<file path="src/rtl/shift_right_pipelined.sv">
`timescale 1ns/1ps
// shift_right_pipelined
//   Five-stage pipelined right shifter: logical, arithmetic and (optionally)
//   rotate right of a 32-bit operand by 0-31. Stage k conditionally shifts by
//   16>>k, controlled by shift-amount bit (4-k). Valid/ready on both sides.
//
//   Build option: define SHIFT_ROTATE_EN to make ctrl_mode=10 a rotate right;
//   otherwise mode 10 (like the reserved mode 11) is a logical shift.
//
// Ports:
//   clock          rising-edge clock
//   reset          asynchronous, active-low reset
//   in_valid       upstream presents an operation
//   in_ready       operation accepted this cycle (combinational from out_ready)
//   data_operandA  value to shift
//   ctrl_shiftamt  shift amount 0-31
//   ctrl_mode      00 logical, 01 arithmetic, 10 rotate, 11 reserved (logical)
//   out_valid      data_result holds a completed result
//   out_ready      downstream consumes the result this cycle
//   data_result    shifted value
//   busy           any stage holds a valid operation
module shift_right_pipelined #(
  parameter int unsigned DATA_WIDTH  = 32,
  parameter int unsigned SHAMT_WIDTH = 5
) (
  input  logic                   clock,
  input  logic                   reset,
  input  logic                   in_valid,
  output logic                   in_ready,
  input  logic [DATA_WIDTH-1:0]  data_operandA,
  input  logic [SHAMT_WIDTH-1:0] ctrl_shiftamt,
  input  logic [1:0]             ctrl_mode,
  output logic                   out_valid,
  input  logic                   out_ready,
  output logic [DATA_WIDTH-1:0]  data_result,
  output logic                   busy
);

  localparam int unsigned STAGES = SHAMT_WIDTH;

  // Stage registers. The last stage only needs data and valid: all shifting
  // is done on the way into a register, so control is not kept past it.
  logic [STAGES-1:0]      valid_q;
  logic [DATA_WIDTH-1:0]  data_q  [STAGES];
  logic [SHAMT_WIDTH-1:0] shamt_q [STAGES-1];
  logic                   fill_q  [STAGES-1];
`ifdef SHIFT_ROTATE_EN
  logic                   rot_q   [STAGES-1];
`endif

  // Per-stage inputs (from the ports for stage 0, else from the previous
  // stage register) and the shifted value each register would load.
  logic [DATA_WIDTH-1:0]  in_data  [STAGES];
  logic [SHAMT_WIDTH-1:0] in_shamt [STAGES];
  logic                   in_fill  [STAGES];
  logic                   in_rot   [STAGES];
  logic [DATA_WIDTH-1:0]  nxt_data [STAGES];

  // go[k]: stage k hands its content on this cycle.
  // ld[k]: register k loads new content this cycle.
  logic [STAGES-1:0]      go;
  logic [STAGES-1:0]      ld;

  // Right shift by amt, taking fill bits either from the fill value or,
  // for a rotate, from the operand itself.
  function automatic logic [DATA_WIDTH-1:0] shift_stage(
    input logic [DATA_WIDTH-1:0] d,
    input int unsigned           amt,
    input logic                  fill,
    input logic                  rot
  );
    logic [2*DATA_WIDTH-1:0] ext;
    ext = {(rot ? d : {DATA_WIDTH{fill}}), d};
    return ext[amt +: DATA_WIDTH];
  endfunction

  always_comb begin
    // Fill bit is decided once at the input: operand MSB for arithmetic,
    // zero otherwise; it then travels with the operation.
    in_data[0]  = data_operandA;
    in_shamt[0] = ctrl_shiftamt;
    in_fill[0]  = (ctrl_mode == 2'b01) & data_operandA[DATA_WIDTH-1];
`ifdef SHIFT_ROTATE_EN
    in_rot[0]   = (ctrl_mode == 2'b10);
`else
    in_rot[0]   = 1'b0;
`endif
    for (int unsigned k = 1; k < STAGES; k++) begin
      in_data[k]  = data_q[k-1];
      in_shamt[k] = shamt_q[k-1];
      in_fill[k]  = fill_q[k-1];
`ifdef SHIFT_ROTATE_EN
      in_rot[k]   = rot_q[k-1];
`else
      in_rot[k]   = 1'b0;
`endif
    end
    for (int unsigned k = 0; k < STAGES; k++) begin
      if (in_shamt[k][SHAMT_WIDTH-1-k])
        nxt_data[k] = shift_stage(in_data[k], DATA_WIDTH >> (k + 1),
                                  in_fill[k], in_rot[k]);
      else
        nxt_data[k] = in_data[k];
    end
  end

  // Backpressure chain, evaluated from the output back to the input.
  always_comb begin
    go = '0;
    ld = '0;
    go[STAGES-1] = !valid_q[STAGES-1] || out_ready;
    for (int unsigned i = 0; i < STAGES - 1; i++) begin
      go[STAGES-2-i] = !valid_q[STAGES-1-i] || go[STAGES-1-i];
    end
    ld[0] = !valid_q[0] || go[0];
    for (int unsigned k = 1; k < STAGES; k++) begin
      ld[k] = go[k-1];
    end
  end

  assign in_ready    = ld[0];
  assign out_valid   = valid_q[STAGES-1];
  assign data_result = data_q[STAGES-1];
  assign busy        = |valid_q;

  always_ff @(posedge clock or negedge reset) begin
    if (!reset) begin
      valid_q <= '0;
      for (int unsigned k = 0; k < STAGES; k++) begin
        data_q[k] <= '0;
      end
      for (int unsigned k = 0; k < STAGES - 1; k++) begin
        shamt_q[k] <= '0;
        fill_q[k]  <= 1'b0;
`ifdef SHIFT_ROTATE_EN
        rot_q[k]   <= 1'b0;
`endif
      end
    end else begin
      if (ld[0]) begin
        valid_q[0] <= in_valid;
        data_q[0]  <= nxt_data[0];
      end
      for (int unsigned k = 1; k < STAGES; k++) begin
        if (ld[k]) begin
          valid_q[k] <= valid_q[k-1];
          data_q[k]  <= nxt_data[k];
        end
      end
      for (int unsigned k = 0; k < STAGES - 1; k++) begin
        if (ld[k]) begin
          shamt_q[k] <= in_shamt[k];
          fill_q[k]  <= in_fill[k];
`ifdef SHIFT_ROTATE_EN
          rot_q[k]   <= in_rot[k];
`endif
        end
      end
    end
  end

endmodule
</file>
<file path="config.mk">
export PLATFORM = sky130hd
export DESIGN_NAME = shift_right_pipelined
export DESIGN_NICKNAME = d
export VERILOG_FILES = /design/src/rtl/shift_right_pipelined.sv
export SDC_FILE = /design/constraint.sdc
export NUM_CORES = 1
export LEC_CHECK = 0
export ABC_CLOCK_PERIOD_IN_PS = 3000
export CAP_MARGIN = 10
export CORE_MARGIN = 2
export CORE_UTILIZATION = 32
export DETAILED_ROUTE_END_ITERATION = 16
export PLACE_DENSITY = 0.48
export SETUP_SLACK_MARGIN = 0.1
export SYNTH_ARGS = -nofsm -noshare
export SYNTH_HDL_FRONTEND = slang
export SYNTH_SLANG_ARGS = --single-unit
</file>
<file path="constraint.sdc">
create_clock -name clock -period 3 [get_ports clock]
set_input_delay 0.6 -clock clock [delete_from_list [all_inputs] [get_ports clock]]
set_output_delay 0.6 -clock clock [all_outputs]
set_load 0.05 [all_outputs]
</file>
==> impl_metrics.py, run 1 <==
metrics = {
    "synth": {
        "ys_seq_area_share_pct": 53.4,
        "synth-simple-area-share_pct": 8.03,
        "synth-adder-area-share_pct": 0,
        "netlist_area_mm2": 0.00839,
        "synth_xor_area_share_pct": 0,
        "synthMuxAreaShare_pct": 22.6,
        "syn_nets": 816,
        "ys_ff_latch": 179,
        "synth_top_family_by_area": "multiplexers",
        "ys_types": 25,
        "syn_inst": 773,
        "ys.warnings.count": 0,
        "synth_compound_area_share_pct": 9.07,
        "avgSynthCellArea_um2": 10.8,
    },
    "floorplanning": {
        "num_rows": 59,
        "core_mm2": 0.0259,
        "die_area_mm2": 0.0275,
        "die_h_um": 166,
        "initial_core_util_pct": 32.4,
        "die_x_um": 166,
        "io_pins": 78,
    },
    "timing": {
        "period_minus_slack_ns": 2.58,
        "fmax_ghz": 0.388,
        "report.final.setup_viol": 0,
        "fin_ws_ns": 0.421,
        "drv_slew": 0,
        "rsz0062_at_grt": "no",
        "hold_violations": 0,
        "fin_tns_setup_ns": 0,
        "finClkSkew_ns": 0.0107,
        "timing.final.crit_share_pct": 86.0,
        "max_slew_margin_pct": 22.7,
        "worst_pin_slew_ns": 1.16,
    },
    "placement": {
        "place.gp.congestion": 0.703,
        "hpwl_um": 12000,
        "place_area_mm2": 0.00930,
        "pre_cts_ws_ns": 0.425,
        "numPortBuffers": 77,
    },
    "final_layout": {
        "final_area_mm2": 0.00992,
        "nets": 848,
        "n_antenna_cell": 0,
        "final_cell_mix": "dfrtp_1 (179), mux2i_1 (120), o21ai_0 (111)",
        "drive_gt1_share_pct": 15.3,
        "syn2layout_area_growth_pct": 18.3,
        "n_fill_cell": 2625,
        "layout_commonest_cell": "dfrtp_1",
    },
    "critical_path": {
        "endpoint": "in_ready",
        "critPathArrivalTime_ns": 1.98,
        "path_max_fanout": 8,
        "reg2reg_from": "in_shamt[18]$_DFFE_PN0P_",
        "reg2reg_slack_ns": 0.99,
        "crit_path_start_kind": "primary input",
        "rr_endpoint": "data_q[124]$_DFFE_PN0P_",
        "startpoint": "out_ready",
        "required_ns": 2.40,
        "crit_type": "primary input to output port",
        "cp-end-kind": "output port",
        "worst-r2r-cell-count": 3,
    },
    "clock_tree": {
        "cts_tree": "built",
        "clock_sinks": 179,
        "clk_pin_slew_ns": 0.07,
        "clk_latency_ns": 0.43,
        "ctsResizeCount": 0,
        "post_cts_buffers": 0,
        "clock_path_buffers": 2,
        "htreeDepth": 4,
        "hold_buffers": 0,
        "clockRootBuffer": "clkbuf_16",
        "cts_made_buffers": 17,
    },
    "drt": {
        "wl_per_cell_um": 14.6,
        "vias_per_cell": 4.54,
        "vias": 5238,
        "firstDrtPassIters": 4,
        "wl_um": 16800,
        "initialDrtViolationCount": 343,
        "antenna_left": 0,
        "drc_errors": 0,
    },
    "power": {
        "power.density_mw_per_mm2": 859,
        "total_power_uw": 8520,
        "p_leak_uw": 0.00441,
        "ir_worst_vdd_mv": 0.475,
    },
    "global_route": {
        "grt_max_degree": 100,
        "grt_pass1_wl_um": 28200,
        "first_global_vias": 5244,
        "grt_usage_pct": 12.7,
        "globalRouteOverflowTotal": 0,
        "antenna_found_initial": 0,
    },
    "min_path": {
        "hold_path.class": "primary input to async pin",
    },
    "outcome": {
        "status": "finished clean",
    },
    "job": {
        "drv_cap": 0,
    },
}
==> metal layers <==
layer	routed length, um	vias up	track usage, %
met2	6860	103	17.7
met3	489	11	2.26
met1	9240	2422	19.7
met4	223	0	3.97
li1	-	2702	-
met5	0	-	0
==> synthesized netlist by cell type <==
master / instances / area, um2
a21oi_1: 41 / 205
and2_1: 2 / 12.5
and3_4: 1 / 11.3
and4b_1: 1 / 10.0
buf_1: 5 / 18.8
buf_2: 15 / 75.1
buf_4: 34 / 255
buf_6: 2 / 22.5
buf_8: 1 / 15.0
clkbuf_1: 33 / 124
dfrtp_1: 179 / 4480
inv_1: 18 / 67.6
mux2_2: 51 / 574
mux2_4: 8 / 120
mux2i_1: 120 / 1200
nand2_1: 74 / 278
nand2b_1: 3 / 18.8
nand3_1: 32 / 160
nand3b_1: 1 / 7.51
nand4b_1: 2 / 17.5
nor2_1: 34 / 128
nor2b_1: 1 / 6.26
nor3_1: 1 / 5.00
o21ai_0: 111 / 556
or2_2: 3 / 18.8
==> area by class of cell <==
| type | count | area [um2] | area share (%) |
|---|---|---|---|
| tap | 335 | 419 | 4.23 |
| inverter | 18 | 67.6 | 0.681 |
| timing repair buffer | 103 | 1000 | 10.1 |
| clock buffer | 19 | 443 | 4.47 |
| clock inverter | 13 | 173 | 1.74 |
| sequential | 179 | 4480 | 45.2 |
| multi-input combinational | 486 | 3340 | 33.7 |
==> sequential cells by signal, indices dropped and copies added, names as in the netlist <==
name,cells
data_q,128
fill_q,4
valid_q,5
in_shamt,10
data_result,32
==> how the worst min path moves through the flow <==
stage,end,slack [ns],cells past startpoint
3_3_place_gp,data_result[14]$_DFFE_PN0P_,0.46,2
6_report,data_result[28]$_DFFE_PN0P_,0.06,1
2_1_floorplan,data_q[100]$_DFFE_PN0P_,0.30,0
5_1_grt,data_result[27]$_DFFE_PN0P_,0.07,1
4_1_cts,data_result[27]$_DFFE_PN0P_,0.07,1
3_5_place_dp,in_shamt[5]$_DFFE_PN0P_,0.46,2
==> critical path, cell delays in order <==
cell	delay, ns
clkdlybuf4s50_1	0.46
and4b_2	0.37
and3_4	0.30
inv_1	0.06
buf_4	0.19
==> kinds of logic (layout without fill, tap and decap cells) <==
logic type      Yosys count  in the layout
mux                     179            179
simple gates            155            155
flops                   179            179
buf+inv                 108            153
compound gates          152            152
==> stage by stage <==
stage / util [%] / cells / hold WS [ns]
2_1_floorplan: - / 773 / 0.304
3_3_place_gp: 35.9 / 1121 / 0.460
3_5_place_dp: 35.9 / 1121 / 0.456
4_1_cts: 38.3 / 1153 / 0.0685
5_1_grt: 38.3 / 1153 / 0.0711
6_report: 38.3 / 1153 / 0.0627
==> report_power, final <==
| group | switching [uW] | total [uW] | internal (uW) |
|---|---|---|---|
| combinational | 1540 | 2600 | 1060 |
| sequential | 516 | 3590 | 3070 |
| clock | 975 | 2330 | 1350 |
| total | 3030 | 8520 | 5490 |
(Power assumes the default switching activity.)
==> run 2, diff against run 1 <==
Settings changed: CELL_PAD_IN_SITES_DETAIL_PLACEMENT set to 1, CELL_PAD_IN_SITES_GLOBAL_PLACEMENT set to 1, PLACE_DENSITY 0.48 to 0.57, TNS_END_PERCENT set to 50.
==> impl_metrics.py, run 2 (synthesis gave the netlist of run 1 again) <==
metrics = {
    "clock_tree": {
        "clockRootBuffer": "clkbuf_16",
        "clock_sinks": 179,
        "htreeDepth": 4,
        "cts_made_buffers": 17,
        "cts_tree": "built",
        "ctsResizeCount": 0,
        "clock_path_buffers": 2,
        "clk_latency_ns": 0.43,
        "post_cts_buffers": 0,
        "hold_buffers": 0,
        "clk_pin_slew_ns": 0.07,
    },
    "placement": {
        "dp_cells": 1114,
        "numPortBuffers": 77,
        "place.gp.congestion": 0.712,
        "hpwl_um": 13300,
    },
    "power": {
        "p_leak_uw": 0.00438,
        "p_sw_share_pct": 34.9,
        "ir_worst_vdd_mv": 0.515,
        "intPower_uw": 5610,
        "power.density_mw_per_mm2": 874,
        "pwr-share-comb_pct": 30.7,
        "p_sw_uw": 3010,
        "p_seq_share_pct": 41.4,
        "pwr-share-clk_pct": 27.9,
    },
    "final_layout": {
        "drive_gt1_share_pct": 14.1,
        "instances_no_fill": 1144,
        "nets": 841,
        "largest_reg_flops": 128,
        "n_fill_cell": 2796,
        "n_antenna_cell": 0,
        "final_cell_mix": "dfrtp_1 (179), mux2i_1 (120), o21ai_0 (111)",
        "layout_commonest_cell": "dfrtp_1",
        "syn2layout_area_growth_pct": 17.5,
        "largest-register": "data_q",
    },
    "critical_path": {
        "critPathSlowestCell": "clkdlybuf4s50_1",
        "critPathArrivalTime_ns": 1.96,
        "crit_family": "buffers and inverters",
        "required_ns": 2.40,
        "path_max_fanout": 4,
        "cpPeakStageDelay_ns": 0.49,
        "critical_path_cell_count": 5,
        "worst-r2r-cell-count": 4,
        "path_cells": "clkdlybuf4s50_1 -> and4b_2 -> and3_4 -> inv_1 -> buf_4",
        "cp-end-kind": "output port",
        "crit_buf_inv": 3,
        "crit_type": "primary input to output port",
        "crit_path_start_kind": "primary input",
    },
    "drt": {
        "drc_errors": 0,
        "initialDrtViolationCount": 315,
        "antenna_left": 0,
        "wl_per_cell_um": 15.8,
        "wl_um": 18100,
        "vias_per_cell": 4.66,
        "firstDrtPassIters": 4,
        "vias": 5331,
    },
    "outcome": {
        "status": "finished clean",
    },
    "floorplanning": {
        "die_h_um": 166,
        "die_x_um": 166,
        "initial_core_util_pct": 32.4,
        "io_pins": 78,
        "core_mm2": 0.0259,
        "num_rows": 59,
        "die_area_mm2": 0.0275,
    },
    "job": {
        "drv_cap": 0,
    },
    "timing": {
        "fmax_ghz": 0.391,
        "finClkSkew_ns": 0.00892,
        "max_slew_margin_pct": 52.1,
        "timing.final.crit_share_pct": 85.3,
        "report.final.setup_viol": 0,
        "fin_tns_setup_ns": 0,
        "worst_pin_slew_ns": 0.719,
        "drv_slew": 0,
        "period_minus_slack_ns": 2.56,
        "rsz0062_at_grt": "no",
        "hold_violations": 0,
    },
    "global_route": {
        "grt_max_degree": 77,
        "grt_usage_pct": 13.9,
        "globalRouteOverflowTotal": 0,
        "first_global_vias": 5858,
        "antenna_found_initial": 0,
        "grt_pass1_wl_um": 31600,
    },
    "min_path": {
        "hold_path.class": "primary input to async pin",
    },
}
==> run 2: cell types whose count changed in the layout (fill, tap and decap cells not counted) <==
cell,delta
buf_12,-2
buf_4,-5
bufinv_16,+2
clkbuf_1,+2
clkinv_2,-1
clkinvlp_4,-1
inv_6,-2
inv_8,-2
==> run 2: power groups by stage <==
stage	Clock, uW	Sequential [uW]	Combinational, uW
3_3_place_gp	0	3590	2640
6_report	2400	3570	2650
4_1_cts	2460	3590	2690
5_1_grt	2570	3680	2890
2_1_floorplan	0	3440	2220
3_5_place_dp	0	3640	2680
==> run 2: path summary, 6_finish.rpt <==
kind / from / to / slack [ns]
setup / recovery: out_ready / in_ready / 0.44
hold / removal: reset / data_result[31]$_DFFE_PN0P_ / 0.20
setup reg to reg: valid_q[4]$_DFFE_PN0P_ / data_q[140]$_DFFE_PN0P_ / 1.20
hold reg to reg: in_shamt[10]$_DFFE_PN0P_ / in_shamt[5]$_DFFE_PN0P_ / 0.47
max in group asynchronous: reset / data_q[124]$_DFFE_PN0P_ / 1.90
min in group clock: in_shamt[10]$_DFFE_PN0P_ / in_shamt[5]$_DFFE_PN0P_ / 0.47
==> run 2: routing by layer <==
| layer | wire length (um) | part of all wire, % | global-route usage, % | vias up |
|---|---|---|---|---|
| met5 | 0 | 0 | 0 | - |
| met4 | 173 | 0.95 | 3.52 | 0 |
| met3 | 583 | 3.2 | 3.07 | 15 |
| met2 | 8120 | 45 | 21.3 | 91 |
| met1 | 9240 | 51 | 19.9 | 2541 |
| li1 | - | - | - | 2684 |
==> run 2: metrics by stage <==
stage | power [uW] | cell area (um2) | hold WS (ns) | utilization (%) | setup slack, ns
after floorplan | 5660 | 8390 | 0.304 | - | 0.642
after global placement | 6220 | 9230 | 0.465 | 35.6 | 0.435
after detailed placement | 6320 | 9230 | 0.465 | 35.6 | 0.456
after CTS | 8750 | 9860 | 0.218 | 38.0 | 0.435
after global routing | 9140 | 9860 | 0.243 | 38.0 | 0.372
final | 8620 | 9860 | 0.197 | 38.0 | 0.441
==> run 2: final cells by class <==
| type | instances | area, um2 | share of cell area [%] |
|---|---|---|---|
| flip-flops and latches | 179 | 4480 | 45.4 |
| repair buffers | 96 | 922 | 9.36 |
| well taps | 335 | 419 | 4.25 |
| clock buffers | 21 | 450 | 4.57 |
| multi-input cells | 486 | 3340 | 33.9 |
| inverters | 18 | 67.6 | 0.685 |
| clock inverters | 9 | 180 | 1.83 |
==> run 3, diff against run 2 <==
Settings changed: CTS_BUF_LIST set to sky130_fd_sc_hd__clkbuf_16, SKIP_LAST_GASP set to 1.
==> impl_metrics.py, run 3 (synthesis gave the netlist of run 1 again) <==
metrics = {
    "global_route": {
        "globalRouteOverflowTotal": 0,
        "grt_usage_pct": 13.9,
        "met3_usage_pct": 3.15,
        "met2_usage_pct": 21.3,
        "grt_util_met1_pct": 19.9,
        "top_usage_layer": "met2",
        "antenna_found_initial": 0,
        "first_global_vias": 5857,
        "grt_max_degree": 77,
        "grt_pass1_wl_um": 31600,
    },
    "drt": {
        "antenna_left": 0,
        "vias": 5338,
        "wl_um": 18100,
        "drc_errors": 0,
        "firstDrtPassIters": 4,
        "vias_per_cell": 4.67,
        "initialDrtViolationCount": 346,
        "wl_per_cell_um": 15.9,
    },
    "power": {
        "ir_worst_vdd_mv": 0.515,
        "intPower_uw": 5570,
        "p_leak_uw": 0.00438,
        "pwr-share-comb_pct": 30.8,
        "pwr-share-clk_pct": 27.6,
        "p_seq_share_pct": 41.6,
        "power.density_mw_per_mm2": 872,
        "p_sw_share_pct": 35.1,
        "p_sw_uw": 3010,
    },
    "timing": {
        "drv_slew": 0,
        "fin_ws_ns": 0.434,
        "fin_tns_setup_ns": 0,
        "period_minus_slack_ns": 2.57,
        "report.final.setup_viol": 0,
        "hold_violations": 0,
        "timing.final.crit_share_pct": 85.5,
        "max_slew_margin_pct": 52.1,
        "worst_pin_slew_ns": 0.718,
        "fmax_ghz": 0.390,
        "rsz0062_at_grt": "no",
        "finClkSkew_ns": 0.00889,
    },
    "critical_path": {
        "crit_path_start_kind": "primary input",
        "cp-end-kind": "output port",
        "critPathArrivalTime_ns": 1.97,
        "required_ns": 2.40,
        "crit_type": "primary input to output port",
        "path_max_fanout": 4,
    },
    "floorplanning": {
        "die_h_um": 166,
        "num_rows": 59,
        "initial_core_util_pct": 32.4,
        "core_mm2": 0.0259,
        "io_pins": 78,
        "die_x_um": 166,
        "die_area_mm2": 0.0275,
    },
    "placement": {
        "pre_cts_ws_ns": 0.456,
        "place.gp.congestion": 0.712,
        "hpwl_um": 13300,
        "numPortBuffers": 77,
    },
    "clock_tree": {
        "clockRootBuffer": "clkbuf_16",
        "ctsResizeCount": 0,
        "clock_path_buffers": 2,
        "clock_sinks": 179,
        "cts_made_buffers": 17,
        "htreeDepth": 4,
        "clk_latency_ns": 0.43,
        "post_cts_buffers": 0,
        "cts_tree": "built",
        "clk_pin_slew_ns": 0.07,
        "hold_buffers": 0,
    },
    "final_layout": {
        "layout_commonest_cell": "dfrtp_1",
        "n_fill_cell": 2798,
        "largest-register": "data_q",
        "nets": 841,
        "regArea_mm2": 0.00448,
        "n_antenna_cell": 0,
        "multiInputGateArea_mm2": 0.00334,
        "final_cell_mix": "dfrtp_1 (179), mux2i_1 (120), o21ai_0 (111)",
        "syn2layout_area_growth_pct": 17.4,
        "drive_gt1_share_pct": 14.0,
        "largest_reg_flops": 128,
    },
    "job": {
        "drv_cap": 0,
    },
    "outcome": {
        "status": "finished clean",
    },
    "min_path": {
        "hold_path.class": "primary input to async pin",
    },
}
## run 3: cell types whose count changed in the layout (fill, tap and decap cells not counted), sizes merged
cell	previous run	this run
clkbuf	21	17
clkinv	3	4
inv	18	21
## run 3: worst max-delay path, stage by stage
cell	delay, ns
clkdlybuf4s50_1	0.49
and4b_2	0.40
and3_4	0.24
inv_1	0.05
buf_4	0.18
## run 3: path summary, 6_finish.rpt
path	start	depth (start not counted)	slack [ns]	end
min	reset	1	0.20	data_result[31]$_DFFE_PN0P_
max in group asynchronous	reset	2	1.91	data_q[124]$_DFFE_PN0P_
max	out_ready	5	0.43	in_ready
max reg2reg	valid_q[4]$_DFFE_PN0P_	4	1.19	data_q[130]$_DFFE_PN0P_
min reg2reg	in_shamt[10]$_DFFE_PN0P_	2	0.47	in_shamt[5]$_DFFE_PN0P_
min in group clock	in_shamt[10]$_DFFE_PN0P_	2	0.47	in_shamt[5]$_DFFE_PN0P_
## run 3: stage by stage
stage | hold slack, ns | total power, uW | area [um2] | cells | utilization, %
after detailed placement | 0.465 | 6320 | 9230 | 1114 | 35.6
after global routing | 0.241 | 9100 | 9850 | 1144 | 38.0
final | 0.196 | 8580 | 9850 | 1144 | 38.0
after CTS | 0.217 | 8710 | 9850 | 1144 | 38.0
after global placement | 0.465 | 6220 | 9230 | 1114 | 35.6
after floorplan | 0.304 | 5660 | 8390 | 773 | -
## run 3: power by group through the flow
stage / registers (uW) / logic, uW / clock network [uW]
2_1_floorplan: 3440 / 2220 / 0
6_report: 3570 / 2650 / 2370
3_5_place_dp: 3640 / 2680 / 0
3_3_place_gp: 3590 / 2640 / 0
5_1_grt: 3680 / 2890 / 2530
4_1_cts: 3590 / 2690 / 2430
## run 3: layout make-up
| class | instances | share of cell area (%) |
|---|---|---|
| Clock inverter | 13 | 1.98 |
| Multi-Input combinational cell | 486 | 33.9 |
| Sequential cell | 179 | 45.5 |
| Timing Repair Buffer | 96 | 9.36 |
| Tap cell | 335 | 4.26 |
| Clock buffer | 17 | 4.32 |
| Inverter | 18 | 0.686 |
## run 3: metal layers
| layer | part of all wire, % | vias up |
|---|---|---|
| met5 | 0 | - |
| met4 | 0.98 | 0 |
| met3 | 3.3 | 14 |
| met2 | 45 | 94 |
| met1 | 51 | 2544 |
| li1 | - | 2686 |
